### src/rtl/core_seq.sv
// rtl/core_seq.sv - per-kij conv schedule sequencer between host and core
//
// Steps the core through, for every output tile and every kernel position:
// clear -> weight feed to L0 -> activation feed -> PSUM drain, then after the
// last kij a ReLU settle, readout start, and readout window.
//
// Optional feature macro: SEQ_PAUSE_EN (pause input freezes WLOAD/ALOAD/DRAIN/RELU).
//
// Ports:
//   clk            in   clock, rising edge
//   reset          in   asynchronous active-low reset
//   start          in   run request, sampled only in IDLE
//   pause          in   hold request (effective only with SEQ_PAUSE_EN)
//   busy           out  high while a run is in progress (not in DONE)
//   done           out  1-cycle completion pulse
//   core_rst       out  active-high clear to the core
//   inst_w         out  01 weight feed, 10 activation feed, 00 idle
//   CEN_xmem       out  X_MEM chip enable, active-low
//   WEN_xmem       out  X_MEM write enable, active-low, always 1
//   A_xmem         out  X_MEM address
//   kij            out  current kernel index
//   otile          out  current output tile
//   readout_start  out  1-cycle readout kick to the core
//   rd_valid       out  high while the readout bus carries data
`timescale 1ns/1ps
module core_seq #(
    parameter int ADDR_BW   = 11,
    parameter int COL       = 8,
    parameter int LEN_NIJ   = 36,
    parameter int LEN_KIJ   = 9,
    parameter int LEN_ONIJ  = 16,
    parameter int N_OTILE   = 1,
    parameter int W_BASE    = 1024,
    parameter int CLR_CYC   = 10,
    parameter int DRAIN_CYC = 30,
    parameter int RELU_CYC  = 20
) (
    input  logic               clk,
    input  logic               reset,
    input  logic               start,
    input  logic               pause,
    output logic               busy,
    output logic               done,
    output logic               core_rst,
    output logic [1:0]         inst_w,
    output logic               CEN_xmem,
    output logic               WEN_xmem,
    output logic [ADDR_BW-1:0] A_xmem,
    output logic [3:0]         kij,
    output logic [7:0]         otile,
    output logic               readout_start,
    output logic               rd_valid
);

    localparam int M0     = (CLR_CYC > COL) ? CLR_CYC : COL;
    localparam int M1     = (M0 > LEN_NIJ) ? M0 : LEN_NIJ;
    localparam int M2     = (M1 > DRAIN_CYC + 1) ? M1 : DRAIN_CYC + 1;
    localparam int M3     = (M2 > RELU_CYC) ? M2 : RELU_CYC;
    localparam int MAXLEN = (M3 > LEN_ONIJ) ? M3 : LEN_ONIJ;
    localparam int CW     = $clog2(MAXLEN) + 1;

    localparam logic [CW-1:0] L_CLR   = CW'(CLR_CYC - 1);
    localparam logic [CW-1:0] L_WLOAD = CW'(COL - 1);
    localparam logic [CW-1:0] L_ALOAD = CW'(LEN_NIJ - 1);
    localparam logic [CW-1:0] L_DRAIN = CW'(DRAIN_CYC);
    localparam logic [CW-1:0] L_RELU  = CW'(RELU_CYC - 1);
    localparam logic [CW-1:0] L_READ  = CW'(LEN_ONIJ - 1);
    localparam logic [3:0]    KIJ_LAST = 4'(LEN_KIJ - 1);
    localparam logic [7:0]    OT_LAST  = 8'(N_OTILE - 1);

    typedef enum logic [3:0] {
        S_IDLE, S_CLR, S_WLOAD, S_WGAP, S_ALOAD, S_DRAIN,
        S_RELU, S_RSTART, S_RWAIT, S_READ, S_DONE
    } state_t;

    state_t          r_state, w_state_n;
    logic [CW-1:0]   r_cnt, w_cnt_n, w_last_cnt;
    logic [3:0]      w_kij_n;
    logic [7:0]      w_otile_n;
    // r_hold marks the current cycle as frozen: the phase counter must not
    // advance past an access that was suppressed.
    logic            r_hold, w_hold_n;
    logic            w_last;
    logic [1:0]      w_inst_n;
    logic            w_cen_n;
    logic [ADDR_BW-1:0] w_addr_n;

    function automatic logic is_frz(input state_t s);
        return (s == S_WLOAD) || (s == S_ALOAD) || (s == S_DRAIN) || (s == S_RELU);
    endfunction

    always_comb begin
        w_last_cnt = '0;
        case (r_state)
            S_CLR:   w_last_cnt = L_CLR;
            S_WLOAD: w_last_cnt = L_WLOAD;
            S_ALOAD: w_last_cnt = L_ALOAD;
            S_DRAIN: w_last_cnt = L_DRAIN;
            S_RELU:  w_last_cnt = L_RELU;
            S_READ:  w_last_cnt = L_READ;
            default: w_last_cnt = '0;
        endcase
        w_last = (r_cnt == w_last_cnt);
    end

    always_comb begin
        w_state_n = r_state;
        w_cnt_n   = r_cnt;
        w_kij_n   = kij;
        w_otile_n = otile;
        case (r_state)
            S_IDLE: begin
                w_cnt_n = '0;
                if (start) begin
                    w_state_n = S_CLR;
                    w_kij_n   = '0;
                    w_otile_n = '0;
                end
            end
            S_WGAP: begin
                w_state_n = S_ALOAD;
                w_cnt_n   = '0;
            end
            S_RSTART: w_state_n = S_RWAIT;
            S_RWAIT: begin
                w_state_n = S_READ;
                w_cnt_n   = '0;
            end
            S_DONE: w_state_n = S_IDLE;
            default: begin
                if (!r_hold) begin
                    if (w_last) begin
                        w_cnt_n = '0;
                        case (r_state)
                            S_CLR:   w_state_n = S_WLOAD;
                            S_WLOAD: w_state_n = S_WGAP;
                            S_ALOAD: w_state_n = S_DRAIN;
                            S_DRAIN: begin
                                if (kij < KIJ_LAST) begin
                                    w_kij_n   = kij + 4'd1;
                                    w_state_n = S_CLR;
                                end else begin
                                    w_state_n = S_RELU;
                                end
                            end
                            S_RELU:  w_state_n = S_RSTART;
                            S_READ: begin
                                if (otile < OT_LAST) begin
                                    w_otile_n = otile + 8'd1;
                                    w_kij_n   = '0;
                                    w_state_n = S_CLR;
                                end else begin
                                    w_state_n = S_DONE;
                                end
                            end
                            default: w_state_n = S_IDLE;
                        endcase
                    end else begin
                        w_cnt_n = r_cnt + 1'b1;
                    end
                end
            end
        endcase
    end

    // Outputs are registered from the next-state values so each output
    // cycle lines up with the state it belongs to.
    always_comb begin
`ifdef SEQ_PAUSE_EN
        w_hold_n = pause && is_frz(r_state) && is_frz(w_state_n);
`else
        // pause has no effect in this build
        w_hold_n = pause & 1'b0;
`endif
        w_inst_n = 2'b00;
        w_cen_n  = 1'b1;
        w_addr_n = '0;
        if (w_state_n == S_WLOAD) begin
            w_addr_n = ADDR_BW'(W_BASE + (int'(w_otile_n) * LEN_KIJ + int'(w_kij_n)) * COL
                                + int'(w_cnt_n));
            if (!w_hold_n) begin
                w_inst_n = 2'b01;
                w_cen_n  = 1'b0;
            end
        end else if (w_state_n == S_ALOAD) begin
            w_addr_n = ADDR_BW'(w_cnt_n);
            if (!w_hold_n) begin
                w_inst_n = 2'b10;
                w_cen_n  = 1'b0;
            end
        end
    end

    always_ff @(posedge clk or negedge reset) begin
        if (!reset) begin
            r_state       <= S_IDLE;
            r_cnt         <= '0;
            r_hold        <= 1'b0;
            busy          <= 1'b0;
            done          <= 1'b0;
            core_rst      <= 1'b0;
            inst_w        <= 2'b00;
            CEN_xmem      <= 1'b1;
            WEN_xmem      <= 1'b1;
            A_xmem        <= '0;
            kij           <= '0;
            otile         <= '0;
            readout_start <= 1'b0;
            rd_valid      <= 1'b0;
        end else begin
            r_state       <= w_state_n;
            r_cnt         <= w_cnt_n;
            r_hold        <= w_hold_n;
            busy          <= (w_state_n != S_IDLE) && (w_state_n != S_DONE);
            done          <= (w_state_n == S_DONE);
            core_rst      <= (w_state_n == S_CLR);
            inst_w        <= w_inst_n;
            CEN_xmem      <= w_cen_n;
            WEN_xmem      <= 1'b1;
            A_xmem        <= w_addr_n;
            kij           <= w_kij_n;
            otile         <= w_otile_n;
            readout_start <= (w_state_n == S_RSTART);
            rd_valid      <= (w_state_n == S_READ);
        end
    end

endmodule
### config.mk
export PLATFORM = sky130hd
export DESIGN_NAME = core_seq
export DESIGN_NICKNAME = d
export VERILOG_FILES = /design/src/rtl/core_seq.sv
export SDC_FILE = /design/constraint.sdc
export NUM_CORES = 1
export LEC_CHECK = 0
export BUFFER_PORTS_ARGS = -buffer_cell sky130_fd_sc_hd__buf_2
export CELL_PAD_IN_SITES_DETAIL_PLACEMENT = 1
export CELL_PAD_IN_SITES_GLOBAL_PLACEMENT = 1
export CORE_ASPECT_RATIO = 0.75
export CORE_MARGIN = 2
export CORE_UTILIZATION = 30
export CTS_BUF_LIST = sky130_fd_sc_hd__clkbuf_4 sky130_fd_sc_hd__clkbuf_8 sky130_fd_sc_hd__clkbuf_16
export DETAILED_ROUTE_END_ITERATION = 10
export GPL_ROUTABILITY_DRIVEN = 0
export PLACE_DENSITY_LB_ADDON = 0.08
export SYNTH_ARGS = -nofsm -noshare
export SYNTH_HDL_FRONTEND = slang
export SYNTH_SLANG_ARGS = --single-unit
### constraint.sdc
create_clock -name clk -period 8.08 [get_ports clk]
set_clock_uncertainty 0.05 [all_clocks]
set_input_delay 1.212 -clock clk [delete_from_list [all_inputs] [get_ports clk]]
set_output_delay 1.212 -clock clk [all_outputs]
set_load 0.01 [all_outputs]
==> flow_metrics.tcl <==
set metrics [dict create \
    grt_max_degree 43 \
    synth_area_sq_um 2680 \
    die_w_microns 113 \
    crit_path_max_fanout 21 \
    syn_inst 264 \
    synth_ff_type "dfrtp_1" \
    synthTopCellsByArea "dfrtp_1 (38%), ha_1 (11%), xnor2_1 (3.6%)" \
    p_total_uw 977 \
    synth.most_common_cell "dfrtp_1" \
    ctsHtreeMaxLevel 2 \
    dieArea_sq_um 9710 \
    r2r_slack_ns 2.86 \
    max_slew_margin_pct 36.4 \
    setup_viol 0 \
    dpl_cell_area_sq_um 2880 \
    start_util_pct 31.3 \
    worstSetupStartpointType "flip-flop" \
    p_leak_nw 1.55 \
    slowest_stage "dfrtp_1" \
    dp_slack_ns 2.91 \
    cts.hold.buffers_added 0 \
    finish.utilization_pct 35.6 \
    cts_root_buf "clkbuf_16" \
    async_flop_share_pct 100 \
    critPathRequiredTime_ns 8.21 \
    drive_above_1_share_pct 19.3 \
    ys_seq_elements 42 \
    grt_overflow 0 \
    crit_path_end_kind "flip-flop" \
    netlist_top_cells_count "dfrtp_1 (41), ha_1 (23), nor2_1 (19)" \
    ir_drop_mv 0.169 \
    p_per_area_nw_per_um2 321 \
    wl_per_cell_microns 16.7 \
    finalSetupTns_ns 0 \
    fin_cells 398 \
    yosysSeqAreaShare_pct 39.3 \
    max_cap_viol_count 0 \
    path_common_cell "ha_1" \
    cts_tree "built" \
    hp-class "flip-flop to flip-flop" \
    yosysTopAreaCell "dfrtp_1" \
    synth_edf_count 0 \
    io_pins 36 \
    routed_wirelength_mm 6.66 \
    rsz0062_at_grt "false" \
    cts_buffers 5 \
    drc 2 \
    synth.top_cell.area_share_pct 38.3 \
    grt_pass1_wl_mm 11.4 \
    hold_viol 0 \
    layout.nets 318 \
    core_area_sq_um 8560 \
    vias 2031 \
    design_area_sq_um 3050 \
    synth.distinct_cells 59 \
    min_period_ns 5.22 \
    synth_warnings 0 \
    synth_nets 293 \
    max_stage_delay_ns 0.82 \
    max_freq_mhz 192 \
    cp.arrival_ns 5.34 \
    clock_latency_ns 0.29 \
    ant_nets 0 \
    track_usage_pct 15.2 \
    antenna_cells 0 \
    viasPerCell 5.10 \
    num_rows 29 \
    report.final.slew_viol_count 0 \
    dr.pass1.iters 7 \
    drt_iter0_markers 91 \
    io_buffer_count 33 \
    dp.cells 390 \
    status "finished, violations left" \
    place_hpwl_mm 4.84 \
    hold_slack_ns 0.470 \
    first_global_vias 2095 \
    path_clk_slew_ns 0.06 \
    die_h_microns 85.9 \
    fin_crit_sh_pct 64.6 \
    post_cts_buffers 0 \
    avgSynthCellArea_sq_um 10.2 \
    cts_resized 0 \
    path_cells "nand2_1, a41oi_1, o21ai_1, nor4_2, and3_1, and3_1, mux2i_1, a31oi_1, ha_1, ha_1, fa_1, ha_1, a21oi_1, nor2b_1, o21a_1, nand3_1, xnor2_1, nor2_1" \
    setup_slack_ns 2.86 \
    cts_num_sinks 42 \
    violations "design-rule violations" \
    worst_slew_pin_slew_ns 0.954 \
    ctsLongestPathBuffers 2 \
    syn_to_final_growth_pct 13.6 \
    path_class "flip-flop to flip-flop" \
    antenna_found_initial 0 \
]
where the power goes:
part	total (mW)	switching, mW	internal [mW]
sequential	0.335	0.0802	0.255
clock	0.235	0.0825	0.153
combinational	0.406	0.232	0.174
cells in the final DEF (no fill, tap or decap), types with 4 or more instances in the layout:
cell        n
dfrtp_1    41
buf_2      33
ha_1       23
nor2_1     19
nand2_1    18
a21oi_1    12
xnor2_1    11
and2_1     11
xor2_1      9
nand3_1     7
inv_1       7
a31oi_1     7
and3_1      6
o21ai_0     6
a22oi_1     5
nor2b_1     5
clkbuf_16   5
o31ai_1     4
logic make-up (layout without fill, tap and decap cells):
kind of cell,count (synthesis),count (layout),synth area share (%)
adder cells (fa/ha/maj),25,25,12.2
other,1,1,0.140
XOR/XNOR,21,21,7.14
AO/OA/AOI/OAI,63,63,16.9
flip-flops,42,42,39.3
multiplexers,3,3,1.12
AND/OR/NAND/NOR,86,86,18.1
buffers and inverters,23,49,5.04
area by class of cell:
cell class / instances / area, sq um
sequential: 42 / 1050
tap: 108 / 135
fill: 997 / 5520
inverter: 8 / 30.0
clock buffer: 7 / 140
multi-input combinational: 199 / 1490
clock inverter: 1 / 30.0
timing repair buffer: 33 / 165
critical path: cells and delay by family, from the launching register on:
kind / cells / cell delay, ns
flops: 1 / 0.82
compound gates: 5 / 1.08
xor+xnor: 1 / 0.12
fa+ha+maj: 4 / 1.30
simple gates: 7 / 1.63
mux: 1 / 0.10
sequential cells by signal, summed over array words and instances (netlist names):
name,cells
otile,8
A_xmem,11
done,1
rd_valid,1
r_cnt,7
inst_w,2
readout_start,1
CEN_xmem,1
busy,1
r_state,4
kij,4
core_rst,1
worst paths after layout:
kind / start / endpoint / depth (start not counted)
max: r_state[0]$_DFF_PN0_ / A_xmem[10]$_DFF_PN0_ / 18
max reg2reg: r_state[0]$_DFF_PN0_ / A_xmem[10]$_DFF_PN0_ / 18
max in group asynchronous: reset / r_state[2]$_DFF_PN0_ / 1
min reg2reg: otile[6]$_DFF_PN0_ / otile[6]$_DFF_PN0_ / 1
min in group asynchronous: reset / A_xmem[1]$_DFF_PN0_ / 1
min: otile[6]$_DFF_PN0_ / otile[6]$_DFF_PN0_ / 1
routing by layer:
layer / track usage, % / part of all wire [%] / up-vias
li1: - / - / 990
met1: 23.9 / 57 / 995
met2: 20.5 / 38 / 39
met3: 3.75 / 4.1 / 7
met4: 3.99 / 1.1 / 0
met5: 0 / 0 / -
Note: power is estimated with default switching activity, not from simulation.
